File: src/rtl/cpu_types_pkg.sv
// Shared CPU datapath types: machine word, fetch-stage state and the IF/ID layout.
package cpu_types_pkg;

    typedef logic [31:0] word_t;

    localparam word_t PC_STEP = 32'd4;

    typedef enum logic [1:0] {
        FETCH,
        HOLD,
        HALTED
    } fetch_state_t;

    // IF/ID pipeline register layout, shared with the decode stage.
    typedef struct packed {
        word_t instr;
        word_t pc;
        word_t npc;
        logic  valid;
    } if_id_t;

endpackage

File: src/rtl/fetch_unit.sv
// Instruction-fetch stage: owns the PC, requests words from the icache,
// absorbs one fetched word while decode is stalled, applies redirects and
// parks in HALTED once a halt instruction reaches IF/ID.
module fetch_unit
    import cpu_types_pkg::*;
#(
    parameter word_t PC_INIT = 32'h0000_0000
) (
    input  logic  CLK,
    input  logic  RST,
    input  logic  ihit,
    input  word_t iload,
    output logic  iREN,
    output word_t iaddr,
    input  logic  stall,
    input  logic  redirect,
    input  word_t redirect_pc,
    input  logic  halt,
    output word_t instr_out,
    output word_t pc_out,
    output word_t npc_out,
    output logic  instr_valid,
    output logic  halted
);

    fetch_state_t state_q, state_d;
    word_t        pc_q, pc_d;
    if_id_t       ifid_q, ifid_d;
    word_t        buf_instr_q, buf_instr_d;
    word_t        buf_pc_q, buf_pc_d;
    logic         buf_load;

    // Next-state logic: redirect beats halt beats normal fetch/hold flow.
    always_comb begin
        state_d     = state_q;
        pc_d        = pc_q;
        ifid_d      = ifid_q;
        buf_instr_d = buf_instr_q;
        buf_pc_d    = buf_pc_q;
        buf_load    = 1'b0;

        if (state_q != HALTED) begin
            if (redirect) begin
                // The redirect flushes IF/ID and any buffered word; the
                // target is forced word-aligned.
                pc_d         = redirect_pc & 32'hFFFF_FFFC;
                ifid_d.valid = 1'b0;
                state_d      = FETCH;
            end else if (halt && ifid_q.valid) begin
                ifid_d.valid = 1'b0;
                state_d      = HALTED;
            end else begin
                case (state_q)
                    FETCH: begin
                        if (ihit) begin
                            pc_d = pc_q + PC_STEP;
                            if (stall) begin
                                buf_load    = 1'b1;
                                buf_instr_d = iload;
                                buf_pc_d    = pc_q;
                                state_d     = HOLD;
                            end else begin
                                ifid_d = '{instr: iload, pc: pc_q,
                                           npc: pc_q + PC_STEP, valid: 1'b1};
                            end
                        end else if (!stall) begin
                            ifid_d.valid = 1'b0;
                        end
                    end
                    HOLD: begin
                        if (!stall) begin
                            ifid_d  = '{instr: buf_instr_q, pc: buf_pc_q,
                                        npc: buf_pc_q + PC_STEP, valid: 1'b1};
                            state_d = FETCH;
                        end
                    end
                    default: ;
                endcase
            end
        end
    end

    // State, PC and IF/ID registers with synchronous reset.
    always_ff @(posedge CLK) begin
        if (RST) begin
            state_q <= FETCH;
            pc_q    <= PC_INIT;
            ifid_q  <= '{instr: '0, pc: '0, npc: PC_STEP, valid: 1'b0};
        end else begin
            state_q <= state_d;
            pc_q    <= pc_d;
            ifid_q  <= ifid_d;
        end
    end

    // Hold buffer data; only meaningful while in HOLD, so it needs no reset.
    always_ff @(posedge CLK) begin
        if (buf_load) begin
            buf_instr_q <= buf_instr_d;
            buf_pc_q    <= buf_pc_d;
        end
    end

    assign iREN        = (state_q == FETCH);
    assign iaddr       = pc_q;
    assign instr_out   = ifid_q.instr;
    assign pc_out      = ifid_q.pc;
    assign npc_out     = ifid_q.npc;
    assign instr_valid = ifid_q.valid;
    assign halted      = (state_q == HALTED);

endmodule

File: config.mk
export PLATFORM = sky130hd
export DESIGN_NAME = fetch_unit
export DESIGN_NICKNAME = d
export VERILOG_FILES = /design/src/rtl/cpu_types_pkg.sv /design/src/rtl/fetch_unit.sv
export SDC_FILE = /design/constraint.sdc
export NUM_CORES = 1
export LEC_CHECK = 0
export BUFFER_PORTS_ARGS = -buffer_cell sky130_fd_sc_hd__buf_2
export CAP_MARGIN = 20
export CORE_ASPECT_RATIO = 0.75
export CORE_MARGIN = 2
export CORE_UTILIZATION = 59
export CTS_CLUSTER_DIAMETER = 120
export DETAILED_ROUTE_END_ITERATION = 6
export HOLD_SLACK_MARGIN = 0.08
export PLACE_DENSITY = 0.86
export RECOVER_POWER = 25
export SYNTH_ARGS = -nofsm -noshare
export SYNTH_HDL_FRONTEND = slang
export SYNTH_SLANG_ARGS = --single-unit
export TNS_END_PERCENT = 10
File: constraint.sdc
create_clock -name CLK -period 11.4 [get_ports CLK]
set_input_delay 2.28 -clock CLK [delete_from_list [all_inputs] [get_ports CLK]]
set_output_delay 2.28 -clock CLK [all_outputs]
set_load 0.03 [all_outputs]
# Yosys cells after proc, flatten, opt, wreduce, memory -nomap -nowiden

Cells that the tools add are included.

Flip-flop bits (word level): 195
Input port bits: 70

Bitwise logic cells: 2
Reductions and logical operators: 11
Equal/unequal tests: 11
Add/sub/neg operators: 2
Mux-type cells: 24

Operators by type and width:

| kind                                                 | number |
|---|---|
| two-way mux 97 bit                                   | 2 |
| case mux 97 bit (2 select lines)                     | 1 |
| two-way mux 32 bit                                   | 4 |
| two-way mux 96 bit                                   | 1 |
| adder 32 x 3 -> 32 bit (second input constant)       | 2 |
| AND reduction 7 bit                                  | 2 |
| two-way mux 1 bit                                    | 10 |
| two-way mux 2 bit                                    | 5 |
| != test 2 bit (second input constant)                | 5 |
| != test 4 x 2 -> 1 bit (second input constant)       | 2 |
| AND reduction 4 bit                                  | 2 |
| nonzero test 2 bit                                   | 3 |
| AND reduction 5 bit                                  | 1 |
| != test 4 x 1 -> 1 bit (second input constant)       | 1 |
| != test 4 bit (second input constant)                | 1 |
| case mux 2 bit (2 select lines)                      | 1 |
| nonzero test 4 bit                                   | 1 |
| equality test 2 x 1 -> 1 bit (second input constant) | 1 |
| equality test 2 bit (second input constant)          | 1 |
| logical NOT 2 bit                                    | 1 |
| inverter 1 bit                                       | 2 |
| logical AND 1 bit                                    | 1 |

# Longest topological paths before layout

Gate-level depths: netlist of the first run.

Depth in word-level cells: 7
Depth in mapped cells: 9
Gate-level depth less buffers: 7

# Least setup slack after synthesis of the first run

OpenSTA, ideal clock, no wires.

Path kind: input to register
From: in redirect
To: reg buf_instr_q[0] (enable)
Data required time: 10.918 ns
Path slack: 5.611 ns
Cell stages on the path: 3
Data arrival time: 5.306 ns
Setup time: 0.482 ns
Cell sequence: clkbuf_1 > a21o_1 > nor2_1

Cells in the longest elaborated chain, start to end: 3
Elaborated cells between the ends (all ways): 4
Classes of those cells: 2 x mux; 1 x bitwise; 1 x reduce/logical

Ends and longest elaborated chain:

| element                                | RTL line         | text |
|---|---|---|
| start: declaration                     | fetch_unit.sv:16 | `input logic redirect,` |
| two-way mux 1 bit                      | fetch_unit.sv:43 | `if (redirect) begin` |
| two-way mux 1 bit                      | fetch_unit.sv:42 | `if (state_q != HALTED) begin` |
| AND reduction 7 bit (no source line) * | n/a              |  |
| end signal: assignment                 | fetch_unit.sv:99 | `buf_instr_q <= buf_instr_d;` |
| end: declaration                       | fetch_unit.sv:29 | `word_t buf_instr_q, buf_instr_d;` |

Every way passes the cells marked *; elsewhere a longest branch is shown, timed or not.
A chain may end at the register's enable or synchronous reset.

# Worst setup path in the final report of the first run

From: in redirect
To: reg ifid_q, in the netlist npc_out[15]

Cells in the longest elaborated chain, start to end: 2

Ends and longest elaborated chain:

| element                              | RTL line         | text |
|---|---|---|
| inverter 1 bit (no source line)      | n/a              |  |
| AND reduction 7 bit (no source line) | n/a              |  |
| end signal: assignment               | fetch_unit.sv:88 | `ifid_q <= '{instr: '0, pc: '0, npc: PC_STEP, valid: 1'b0};` |
| end signal: assignment               | fetch_unit.sv:92 | `ifid_q <= ifid_d;` |
| end: declaration                     | fetch_unit.sv:28 | `if_id_t ifid_q, ifid_d;` |

No other way between the ends.

==> results of run 1 <==
[area by class of cell]
class	count	area share (%)
Timing Repair Buffer	201	9.436
Tap cell	200	2.432
Inverter	5	0.1824
Multi-Input combinational cell	714	39.87
Sequential cell	187	42.41
Clock inverter	15	1.532
Clock buffer	17	4.134
[tightest hold or removal path: stages (launching register included)]
cell and delay, ns:
sky130_fd_sc_hd__dfxtp_1 0.31, sky130_fd_sc_hd__nand2_1 0.05, sky130_fd_sc_hd__a21oi_1 0.05
[per-stage QoR]
| stage | std cells | util [%] | power (mW) | instance area, um^2 | setup slack (ns) |
|---|---|---|---|---|---|
| final | 1339 | 70.96 | 1.537 | 10290 | 6.915 |
| after global placement | 1307 | 67.35 | 0.9562 | 9767 | 6.618 |
| after detailed placement | 1307 | 67.35 | 0.9618 | 9767 | 6.560 |
| after global routing | 1339 | 70.96 | 1.592 | 10290 | 6.717 |
| after floorplan | 986 | - | 0.8980 | 8815 | 5.611 |
| after CTS | 1339 | 71.37 | 1.541 | 10350 | 6.947 |
[Yosys cell counts, types with 3 or more instances]
master	n	area, um^2
sky130_fd_sc_hd__nor2_1	132	495.5
sky130_fd_sc_hd__nand3b_1	6	45.04
sky130_fd_sc_hd__o41ai_1	3	26.28
sky130_fd_sc_hd__and4_1	7	61.31
sky130_fd_sc_hd__a21o_1	4	30.03
sky130_fd_sc_hd__and2_1	3	18.77
sky130_fd_sc_hd__nor3_2	3	30.03
sky130_fd_sc_hd__a22o_1	7	61.31
sky130_fd_sc_hd__and3_1	9	56.30
sky130_fd_sc_hd__a22oi_1	17	127.6
sky130_fd_sc_hd__o21ai_1	7	35.03
sky130_fd_sc_hd__a211oi_1	4	30.03
sky130_fd_sc_hd__o31ai_1	5	37.54
sky130_fd_sc_hd__nand4_1	9	56.30
sky130_fd_sc_hd__nand2_1	190	713.2
sky130_fd_sc_hd__a311oi_1	63	551.8
sky130_fd_sc_hd__nor3_1	15	75.07
sky130_fd_sc_hd__nor4_4	3	63.81
sky130_fd_sc_hd__nor4_2	3	37.54
sky130_fd_sc_hd__nor4_1	8	50.05
sky130_fd_sc_hd__inv_1	5	18.77
sky130_fd_sc_hd__nand2b_1	7	43.79
sky130_fd_sc_hd__mux2i_1	4	40.04
sky130_fd_sc_hd__buf_1	4	15.01
sky130_fd_sc_hd__clkbuf_1	54	202.7
sky130_fd_sc_hd__buf_2	15	75.07
sky130_fd_sc_hd__buf_4	6	45.04
sky130_fd_sc_hd__nand3_1	29	145.1
sky130_fd_sc_hd__dfxtp_1	125	2502
sky130_fd_sc_hd__a21oi_1	44	220.2
sky130_fd_sc_hd__a31oi_1	4	25.02
sky130_fd_sc_hd__nor3b_1	3	22.52
sky130_fd_sc_hd__edfxtp_1	62	1862
sky130_fd_sc_hd__xor2_1	26	227.7
sky130_fd_sc_hd__xnor2_1	28	245.2
sky130_fd_sc_hd__or3_1	5	31.28
sky130_fd_sc_hd__o211ai_1	13	97.59
sky130_fd_sc_hd__o21ai_0	24	120.1
[kinds of logic after synthesis]
kind of cell	Yosys count	synth area share, %
xor+xnor	54	5.377
flops	187	49.62
fa+ha+maj	2	0.2844
other cells	1	0.04263
buf+inv	85	4.182
compound gates	205	16.56
simple gates	443	23.49
mux	4	0.4552
[report_power, final]
group,total [mW],internal [mW],leakage [nW],switching [mW]
combinational,0.195,0.0598,1.98,0.135
sequential,0.754,0.719,1.60,0.0343
clock,0.588,0.310,0.280,0.278
[path summary, 6_finish.rpt]
| check | from | to | slack (ns) | cells past startpoint |
|---|---|---|---|---|
| worst max-delay path | redirect | npc_out[15]$_SDFFE_PP0P_ | 6.92 | 8 |
| worst min-delay path | npc_out[4]$_SDFFE_PP0P_ | npc_out[4]$_SDFFE_PP0P_ | 0.46 | 2 |
| worst max register to register | state_q[1]$_SDFFE_PP0P_ | npc_out[23]$_SDFFE_PP0P_ | 8.70 | 7 |
| worst min register to register | npc_out[4]$_SDFFE_PP0P_ | npc_out[4]$_SDFFE_PP0P_ | 0.46 | 2 |
[state kept, by name, summed over array words and instances, names as in the netlist]
name / flops
buf_instr_q: 32
instr_out: 32
buf_pc_q: 30
iaddr: 30
npc_out: 30
pc_out: 30
state_q: 2
instr_valid: 1
[cell usage in the layout (no fill, tap or decap), drive strengths merged, types with 5 or more instances in the layout]
cell type | netlist | final
edfxtp | 62 | 62
o21ai | 31 | 31
nand3b | 6 | 6
inv | 5 | 11
o31ai | 5 | 5
clkbuf | 54 | 64
clkinv | 0 | 6
a311oi | 63 | 63
and3 | 9 | 9
nand3 | 32 | 32
and4 | 7 | 7
a22o | 7 | 7
conb | 1 | 6
buf | 26 | 154
o211ai | 13 | 13
xnor2 | 28 | 28
nand4 | 10 | 10
a21oi | 44 | 44
nand2b | 7 | 7
or3 | 7 | 7
nor4 | 14 | 14
xor2 | 26 | 26
dfxtp | 125 | 125
nand2 | 190 | 190
nor2 | 133 | 133
nor3 | 18 | 18
a22oi | 17 | 17
[routing by layer]
layer / routed length (um) / vias up / GRT usage (%)
met3: 3011 / 40 / 9.129
met5: 0 / - / 0
li1: - / 3796 / -
met4: 333 / 0 / 7.850
met2: 10880 / 506 / 47.45
met1: 10200 / 3755 / 42.78
==> out/results.ini, run 1 <==
[worst_setup_path]
critPathRequiredTime_ns=11.77
worst_path_most_repeated_cell=sky130_fd_sc_hd__buf_4
crit_path_end_kind=flip-flop
cp_top_family=buffers and inverters
number_of_buffer_and_inverter_instances_along_the_worst_setup_path=3
chain_of_cells_forming_the_critical_path=buf_2 > buf_4 > a21o_1 > nor4_4 > buf_4 > nand2b_1 > a21oi_1 > a22o_1
timing_worst_setup_path_type=in -> reg
critical-path-max-stage-delay_ns=0.74
cp_slowest_cell=sky130_fd_sc_hd__buf_4
timing.critical_path.from_type=input port
worst_ep_arrival_time_ns=4.85
path_max_fanout=88

[layout]
multi_input_area_mm2=0.004103
drive_gt1_share_pct=18.17
fillers=1163
finish.net_count=1198
antennaDiodeCount=0
final-seq-area_mm2=0.004364
synthToLayoutAreaGrowth_pct=16.98

[floorplanning]
fp.dieW_um=145.0
die_h_um=109.7
initial_core_util_pct=60.66
coreArea_mm2=0.01450
die-area_mm2=0.01591
fp-row-count=38
i_o_pin_cnt=201

[pwr]
power_leakage_nw=3.858
p_per_area_mw_per_mm2=149.3
ir_drop_uv=106.7

[cts]
cts.repair_timing.setup_buffer_count=0
clk_transition_reported_paths_ns=0.07
cts_buffers=17
clock-root-buffer=sky130_fd_sc_hd__clkbuf_16
clk_path_buf_depth=2
cts_tree=done
ctsResizeCount=0
cts_htree_levels=4
clock_insertion_delay_worst_skew_ns=0.42
cts_hold_buffers=0
clock_sinks=187

[routing]
wl_per_instance_um=18.24
detail_route.first_pass.iterations=6
drt_wl_total_um=24430
postRouteAntennaNets=0
detail_route.iter0.violations=757
routed_via_density=6.047
drc=0
detailroute.via_count=8097

[synthesis]
synth-seq-area-share_pct=49.62
synth.ff_latch_count=187
synth_edf_count=62
synthesis.yosys.warnings=0
synth-async-reset-ratio_pct=0
syn-instance-count=981
synth_cell_types=57
synth-main-ff-cell=sky130_fd_sc_hd__dfxtp_1
synthesis.area_per_instance_um2=8.966
syn_area_mm2=0.008796

[placed_design]
gp_congestion=0.9463
port_buffers=192
dp.final_hpwl_um=16310

[grt]
globalRouteTotalUtil_pct=30.74
number_of_global_route_vias_before_repair=7221
grt_pass1_wl_um=38780
grt_max_degree=91
antenna_found_initial=0
grt-ovfl-total=0

[status]
outcome=complete, no violations

[timing]
number_of_hold_slack_violations_in_the_final_timing_report=0
timing_max_transition_violations_final=0
worst_pin_slew_ns=0.9817
setup_violations=0
fin_hold_ws_ns=0.4593
finClkSkew_ns=0.01115
achievable-frequency_ghz=0.2230
max-slew-margin-rel_pct=34.56
finalSetupTns_ns=0
timing.final.crit_share_pct=39.34
post-route-min-period_ns=4.485
grt_setup_unrepaired=false

[job]
cap_viol_max_count=0

[worst_hold_path]
holdCritPathClass=reg -> reg

Note: power is estimated with default switching activity, not from simulation.
==> run 2, diff against run 1 <==
--- a/config.mk
+++ b/config.mk
@@ -5,15 +5,16 @@
 export SDC_FILE = /design/constraint.sdc
 export NUM_CORES = 1
 export LEC_CHECK = 0
+export ABC_AREA = 1
 export BUFFER_PORTS_ARGS = -buffer_cell sky130_fd_sc_hd__buf_2
 export CAP_MARGIN = 20
 export CORE_ASPECT_RATIO = 0.75
 export CORE_MARGIN = 2
-export CORE_UTILIZATION = 59
+export CORE_UTILIZATION = 55
 export CTS_CLUSTER_DIAMETER = 120
 export DETAILED_ROUTE_END_ITERATION = 6
 export HOLD_SLACK_MARGIN = 0.08
-export PLACE_DENSITY = 0.86
+export PLACE_DENSITY = 0.81
 export RECOVER_POWER = 25
 export SYNTH_ARGS = -nofsm -noshare
 export SYNTH_HDL_FRONTEND = slang
==> constraint.sdc (replaced) <==
create_clock -name CLK -period 4.5 [get_ports CLK]
set_input_delay 0.9 -clock CLK [delete_from_list [all_inputs] [get_ports CLK]]
set_output_delay 0.9 -clock CLK [all_outputs]
set_load 0.03 [all_outputs]
==> run 2 against run 1 <==
Combinational power rose to 4.0 times the previous value. First-iteration DRC count up 19%. Routed wire length up 8.9%. Die area up 9.0%. Flip-flop and latch count unchanged. Via count up 8.2%. Sequential power rose to 2.6 times the previous value. Cell count up 14%. Clock skew down 0.0016 ns. Hold slack better by 0.0087 ns. Register-to-register slack worse by 6.5 ns.
==> out/results.ini, run 2 <==
[status]
outcome=complete, no violations

[cts]
cts_hold_buffers=0  ; unchanged
clock_insertion_delay_worst_skew_ns=0.44  ; +0.02 ns
cts.repair_timing.setup_buffer_count=0  ; unchanged
clk_transition_reported_paths_ns=0.07  ; about the same
cts_buffers=17  ; unchanged
cts_htree_levels=4  ; unchanged
ctsResizeCount=0  ; unchanged
clock_sinks=187  ; unchanged
cts_tree=done
clk_path_buf_depth=2  ; unchanged
clock-root-buffer=sky130_fd_sc_hd__clkbuf_16

[synthesis]
ys_top_cells_by_area=sky130_fd_sc_hd__dfxtp_1, sky130_fd_sc_hd__edfxtp_1, sky130_fd_sc_hd__nand2_1
synthesis.area_per_instance_um2=7.771  ; -13%
syn_area_mm2=0.008960  ; +1.9%
synth.most_common_cell=sky130_fd_sc_hd__nand2_1
cell_type_with_the_highest_aggregate_area_in_the_netlist=sky130_fd_sc_hd__dfxtp_1
synth.ff_latch_count=187  ; unchanged
post-synth-top-area-fraction_pct=27.93  ; -0.52 points
ys_top_cells_by_count=sky130_fd_sc_hd__nand2_1, sky130_fd_sc_hd__dfxtp_1, sky130_fd_sc_hd__nor2_1, sky130_fd_sc_hd__a21oi_1, sky130_fd_sc_hd__o21ai_0
synth-main-ff-cell=sky130_fd_sc_hd__dfxtp_1
syn-instance-count=1153  ; +18%
synth-async-reset-ratio_pct=0  ; unchanged
synth-seq-area-share_pct=48.71  ; -0.91 points
synth_edf_count=62  ; unchanged
synth_cell_types=39  ; -32%
synthesis.yosys.warnings=0  ; unchanged

[worst_setup_path]
critPathRequiredTime_ns=4.86  ; -6.91 ns
timing.critical_path.from_type=input port
path_max_fanout=34  ; -61%
timing_worst_setup_path_type=in -> reg
worst_ep_arrival_time_ns=3.18  ; -1.67 ns
regToRegSetupSlack_ns=2.21  ; -6.49 ns
regToRegStartpoint=state_q[0]$_SDFFE_PP0P_
crit_path_end_kind=flip-flop
r2r.worst_path.cells=9  ; +2
r2r-end=npc_out[21]$_SDFFE_PP0P_

[routing]
wl_per_instance_um=17.37  ; -4.8%
routed_via_density=5.724  ; -5.3%
postRouteAntennaNets=0  ; unchanged
drt_wl_total_um=26590  ; +8.9%
detailroute.via_count=8764  ; +8.2%
drc=0  ; unchanged
detail_route.iter0.violations=902  ; +19%
detail_route.first_pass.iterations=6  ; unchanged

[placed_design]
post-place-ws_ns=1.298  ; -5.262 ns
gp_congestion=0.9219  ; -2.6%
dp.final_hpwl_um=18360  ; +13%
post_dp_cell_area_mm2=0.009938  ; +1.8%
port_buffers=192  ; unchanged

[grt]
antenna_found_initial=0  ; unchanged
grt_pass1_wl_um=41590  ; +7.2%
number_of_global_route_vias_before_repair=7911  ; +9.6%
grt_max_degree=81  ; -11%
globalRouteTotalUtil_pct=30.86  ; +0.12 points
grt-ovfl-total=0  ; unchanged

[timing]
achievable-frequency_ghz=0.3540
worst_pin_slew_ns=0.9521  ; -0.02953 ns
number_of_hold_slack_violations_in_the_final_timing_report=0  ; unchanged
timing.final.crit_share_pct=62.78
timing_max_transition_violations_final=0  ; unchanged
finalWorstSetupSlack_ns=1.675  ; -5.240 ns
finalSetupTns_ns=0  ; unchanged
grt_setup_unrepaired=false
setup_violations=0  ; unchanged
post-route-min-period_ns=2.825
max-slew-margin-rel_pct=36.43  ; +1.9 points
finClkSkew_ns=0.009590  ; -0.001558 ns

[worst_hold_path]
worst_hold_path.endpoint=npc_out[4]$_SDFFE_PP0P_
worstHoldStart=npc_out[4]$_SDFFE_PP0P_
hold-path-cell-count=2  ; unchanged
holdCritPathClass=reg -> reg

[layout]
mostFrequentLayoutCells=sky130_fd_sc_hd__nand2_1, sky130_fd_sc_hd__buf_2, sky130_fd_sc_hd__dfxtp_1, sky130_fd_sc_hd__nor2_1, sky130_fd_sc_hd__a21oi_1
finish.net_count=1380  ; +15%
fillers=1393  ; +20%
antennaDiodeCount=0  ; unchanged
drive_gt1_share_pct=16.58  ; -1.6 points
final_common_cell=sky130_fd_sc_hd__nand2_1
post_route_standard_cell_area_excluding_fillers_mm2=0.01050  ; +2.1%
synthToLayoutAreaGrowth_pct=17.23

[floorplanning]
i_o_pin_cnt=201  ; unchanged
fp.dieW_um=151.4  ; +4.4%
fp-row-count=40  ; +5.3%
die_h_um=114.5  ; +4.4%
initial_core_util_pct=56.12  ; -4.5 points
die-area_mm2=0.01734  ; +9.0%
coreArea_mm2=0.01597  ; +10%

[job]
cap_viol_max_count=0  ; unchanged

[pwr]
p_per_area_mw_per_mm2=416.7  ; +180%
ir_drop_uv=235.5  ; +120%
power_leakage_nw=4.309  ; +12%

[run 2: changes by cell type in the layout (fill, tap and decap cells not counted), sizes merged, moves of 12 or more]
cell    delta
a311oi    -63
nor4      -14
a31oi     +59
xnor2     -19
a21oi     +40
nand2    +147
nand3     +12
o21ai     +81
a22oi     -17
inv       +55
nor2      -15
xor2      -12
[run 2: cell families after synthesis]
group	share of synthesized area [%]
AO/OA/AOI/OAI	16.80
other	0.04185
adder cells (fa/ha/maj)	0.2792
buffers and inverters	6.843
flip-flops	48.71
AND/OR/NAND/NOR	25.08
XOR/XNOR	2.248
[run 2: worst max path at each step]
stage             start                       end  depth (start not counted)
2_1_floorplan  redirect  buf_instr_q[0]$_DFFE_PP_                          4
3_5_place_dp   redirect    iaddr[23]$_SDFFE_PP0P_                          8
6_report       redirect    iaddr[23]$_SDFFE_PP0P_                          8
5_1_grt        redirect    iaddr[23]$_SDFFE_PP0P_                          8
3_3_place_gp   redirect     iaddr[3]$_SDFFE_PP0P_                          8
4_1_cts        redirect    iaddr[23]$_SDFFE_PP0P_                          8
[run 2: routing by layer]
metal | up-vias | part of all wire [%] | global-route usage [%] | wire (um)
met5 | - | 0 | 0 | 0
met4 | 0 | 1.7 | 6.729 | 457
met3 | 44 | 12 | 7.809 | 3140
met2 | 492 | 42 | 44.89 | 11190
met1 | 4033 | 44 | 46.28 | 11800
li1 | 4195 | - | - | -
[run 2: area by class of cell]
type / instances / area (um^2) / area share (%)
Clock buffer: 17 / 425.4 / 4.050
Multi-Input combinational cell: 840 / 4013 / 38.20
Tap cell: 210 / 262.8 / 2.501
Inverter: 58 / 222.7 / 2.120
Clock inverter: 15 / 201.4 / 1.918
Sequential cell: 187 / 4364 / 41.55
Timing Repair Buffer: 204 / 1015 / 9.661
[run 2: where the power goes]
group	internal [mW]	leakage [nW]	switching, mW
Clock	0.897	0.299	0.707
Sequential	1.86	1.60	0.134
Combinational	0.214	2.41	0.565
[run 2: worst max-delay path, stage by stage]
cell                      delay [ns]
sky130_fd_sc_hd__buf_2          0.48
sky130_fd_sc_hd__inv_4          0.27
sky130_fd_sc_hd__nand3_1        0.18
sky130_fd_sc_hd__nand3_1        0.09
sky130_fd_sc_hd__buf_4          0.24
sky130_fd_sc_hd__inv_1          0.62
sky130_fd_sc_hd__o21ai_0        0.20
sky130_fd_sc_hd__a21oi_1        0.20
[run 2: per-stage QoR]
step	cells	utilization (%)	hold slack, ns	total power [mW]
2_1_floorplan	1158	-	0.5137	2.534
3_3_place_gp	1499	62.25	0.4509	2.782
6_report	1531	65.79	0.4680	4.377
4_1_cts	1531	66.18	0.4660	4.381
3_5_place_dp	1499	62.25	0.4538	2.795
5_1_grt	1531	65.79	0.4833	4.537
==> run 3, diff against run 2 <==
--- a/config.mk
+++ b/config.mk
@@ -10,11 +10,11 @@
 export CAP_MARGIN = 20
 export CORE_ASPECT_RATIO = 0.75
 export CORE_MARGIN = 2
-export CORE_UTILIZATION = 55
+export CORE_UTILIZATION = 49
 export CTS_CLUSTER_DIAMETER = 120
 export DETAILED_ROUTE_END_ITERATION = 6
 export HOLD_SLACK_MARGIN = 0.08
-export PLACE_DENSITY = 0.81
+export PLACE_DENSITY = 0.76
 export RECOVER_POWER = 25
 export SYNTH_ARGS = -nofsm -noshare
 export SYNTH_HDL_FRONTEND = slang
==> constraint.sdc (replaced) <==
create_clock -name CLK -period 2.4 [get_ports CLK]
set_input_delay 0.48 -clock CLK [delete_from_list [all_inputs] [get_ports CLK]]
set_output_delay 0.48 -clock CLK [all_outputs]
set_load 0.03 [all_outputs]
==> run 3 against run 2 <==
The run now ends with design-rule violations left. Routed wire length is 2.3% higher. Utilization fell by 5.8 points. Die area grew 12%. Non-clock buffer count grew 14. Sequential power is 86% higher. Register-to-register slack worse by 1.9 ns. Via count down 1.0%. Sequential share of layout area is 0.58 points lower. Setup slack got worse by 1.3 ns. Combinational power grew 94%. Power up 89%. Highest routed layer unchanged.
==> out/results.ini, run 3 (synthesis results as in run 2) <==
[timing]
achievable-frequency_ghz=0.4901
post-route-min-period_ns=2.041
max-slew-margin-rel_pct=35.37  ; -1.1 points
setup_violations=0  ; unchanged
timing.final.crit_share_pct=85.02
finalWorstSetupSlack_ns=0.3594  ; -1.316 ns
worst_pin_slew_ns=0.9695  ; +0.01733 ns
grt_setup_unrepaired=false
number_of_hold_slack_violations_in_the_final_timing_report=0  ; unchanged
timing_max_transition_violations_final=0  ; unchanged
finClkSkew_ns=0.01400  ; +0.004414 ns

[worst_setup_path]
path_max_fanout=7  ; -79%
worst_ep_arrival_time_ns=2.43  ; -0.75 ns
crit_path_end_kind=flip-flop
regToRegStartpoint=iaddr[2]$_SDFFE_PP0P_
critical_path_depth=10  ; +2
crit_start=iaddr[2]$_SDFFE_PP0P_
cp_top_family=simple AND/OR/NAND/NOR gates
critPathRequiredTime_ns=2.79  ; -2.07 ns
timing.critical_path.from_type=flip-flop
r2r.worst_path.cells=10  ; +1
number_of_buffer_and_inverter_instances_along_the_worst_setup_path=3  ; -1
critical-path-max-stage-delay_ns=0.34  ; -0.28 ns
cp_slowest_cell=sky130_fd_sc_hd__dfxtp_1
r2r-end=npc_out[15]$_SDFFE_PP0P_
regToRegSetupSlack_ns=0.36  ; -1.85 ns
chain_of_cells_forming_the_critical_path=clkbuf_1 > nand3_1 > nor2_2 > inv_2 > nor2_2 > xor2_1 > nand2_1 > nand3_1 > nand2_1 > inv_1
timing_worst_setup_path_type=reg -> reg
timing.critical_path.to=npc_out[15]$_SDFFE_PP0P_

[routing]
drt_wl_total_um=27190  ; +2.3%
wl_per_instance_um=17.24  ; -0.73%
routed_via_density=5.502  ; -3.9%
highest_layer=met4
detail_route.iter0.violations=927  ; +2.8%
drc=5  ; +5
met3_length_um=2880  ; -8.3%
detailroute.via_count=8676  ; -1.0%
detail_route.first_pass.iterations=7  ; +1
met1_length_um=12430  ; +5.3%
postRouteAntennaNets=0  ; unchanged
routed-wl-met2_um=11450  ; +2.3%

[pwr]
p_total_mw=8.291  ; +89%
ir_drop_uv=435.6  ; +85%
power_leakage_nw=4.351  ; +0.99%
p_per_area_mw_per_mm2=778.4  ; +87%

[cts]
cts.repair_timing.setup_buffer_count=0  ; unchanged
cts_buffers=17  ; unchanged
clock_insertion_delay_worst_skew_ns=0.44  ; about the same
clock-root-buffer=sky130_fd_sc_hd__clkbuf_16
cts_htree_levels=4  ; unchanged
cts_tree=done
ctsResizeCount=0  ; unchanged
clk_path_buf_depth=2  ; unchanged
cts_hold_buffers=0  ; unchanged
clk_transition_reported_paths_ns=0.07  ; about the same
clock_sinks=187  ; unchanged

[placed_design]
port_buffers=192  ; unchanged
dp.final_hpwl_um=19030  ; +3.6%
post-place-ws_ns=0.4060  ; -0.8921 ns
gp_congestion=0.9085  ; -1.5%

[floorplanning]
die-area_mm2=0.01939  ; +12%
initial_core_util_pct=50.44  ; -5.7 points
i_o_pin_cnt=201  ; unchanged
fp.dieW_um=160.1  ; +5.8%
die_h_um=121.1  ; +5.7%
coreArea_mm2=0.01776  ; +11%
fp-row-count=42  ; +5.0%

[layout]
layout.core_utilization_pct=59.97  ; -5.8 points
synthToLayoutAreaGrowth_pct=18.88
final_common_cell=sky130_fd_sc_hd__nand2_1
mostFrequentLayoutCells=sky130_fd_sc_hd__nand2_1, sky130_fd_sc_hd__buf_2, sky130_fd_sc_hd__dfxtp_1, sky130_fd_sc_hd__nor2_1, sky130_fd_sc_hd__a21oi_1
finish.net_count=1394  ; +1.0%
fillers=1703  ; +22%
drive_gt1_share_pct=16.18  ; -0.40 points
antennaDiodeCount=0  ; unchanged

[grt]
grt_pass1_wl_um=42590  ; +2.4%
antenna_found_initial=0  ; unchanged
globalRouteTotalUtil_pct=28.26  ; -2.6 points
number_of_global_route_vias_before_repair=7915  ; +0.051%
grt_max_degree=81  ; unchanged
grt-ovfl-total=0  ; unchanged

[worst_hold_path]
hold-path-cell-count=1  ; -1
holdCritPathClass=in -> reg

[job]
cap_viol_max_count=0  ; unchanged

[status]
outcome=finished with violations
violations=design-rule violations

run 3: cell count changes in the layout (fill, tap and decap cells not counted), sizes merged:
cell      before  now
clkbuf        66   82
clkinvlp       3    0
clkinv         1    2
bufinv         3    4
buf          155  154
run 3: worst min-delay path by stage:
stage / from / endpoint / slack, ns
floorplan: buf_instr_q[0]$_DFFE_PP_ / instr_out[0]$_SDFFE_PP0P_ / 0.51
global placement: npc_out[4]$_SDFFE_PP0P_ / npc_out[4]$_SDFFE_PP0P_ / 0.45
finish: iload[6] / buf_instr_q[6]$_DFFE_PP_ / 0.22
CTS: iload[3] / buf_instr_q[3]$_DFFE_PP_ / 0.22
detailed placement: npc_out[25]$_SDFFE_PP0P_ / npc_out[25]$_SDFFE_PP0P_ / 0.45
global route: iload[3] / buf_instr_q[3]$_DFFE_PP_ / 0.21
run 3: cell type report:
cell class              instances  area [um^2]  area share (%)
flip-flops and latches        187         4364           40.97
well taps                     242        302.8           2.843
inverters                      58        222.7           2.091
clock buffers                  18        429.2           4.029
repair buffers                218         1119           10.50
multi-input cells             840         4013           37.67
clock inverters                14        201.4           1.891
run 3: report_power, final:
part           internal [mW]  leakage [nW]  switching (mW)  total, mW
Sequential              3.49          1.60           0.225       3.71
Clock                   1.77         0.310            1.29       3.06
Combinational          0.426          2.45            1.09       1.51
Total                   5.68          4.35            2.61       8.29
run 3: stage by stage:
step	cell area [um^2]	instances	hold WS (ns)	setup TNS, ns
6_report	10650	1577	0.2225	0
5_1_grt	10650	1577	0.2077	0
4_1_cts	10750	1577	0.2181	0
3_5_place_dp	10120	1545	0.4541	0
3_3_place_gp	10120	1545	0.4534	0
2_1_floorplan	8994	1158	0.5137	-13.45
run 3: per-layer routing:
layer	vias up	global-route usage (%)
met5	-	0
met4	0	8.164
met3	39	6.323
met2	420	41.13
met1	3994	42.05
li1	4223	-
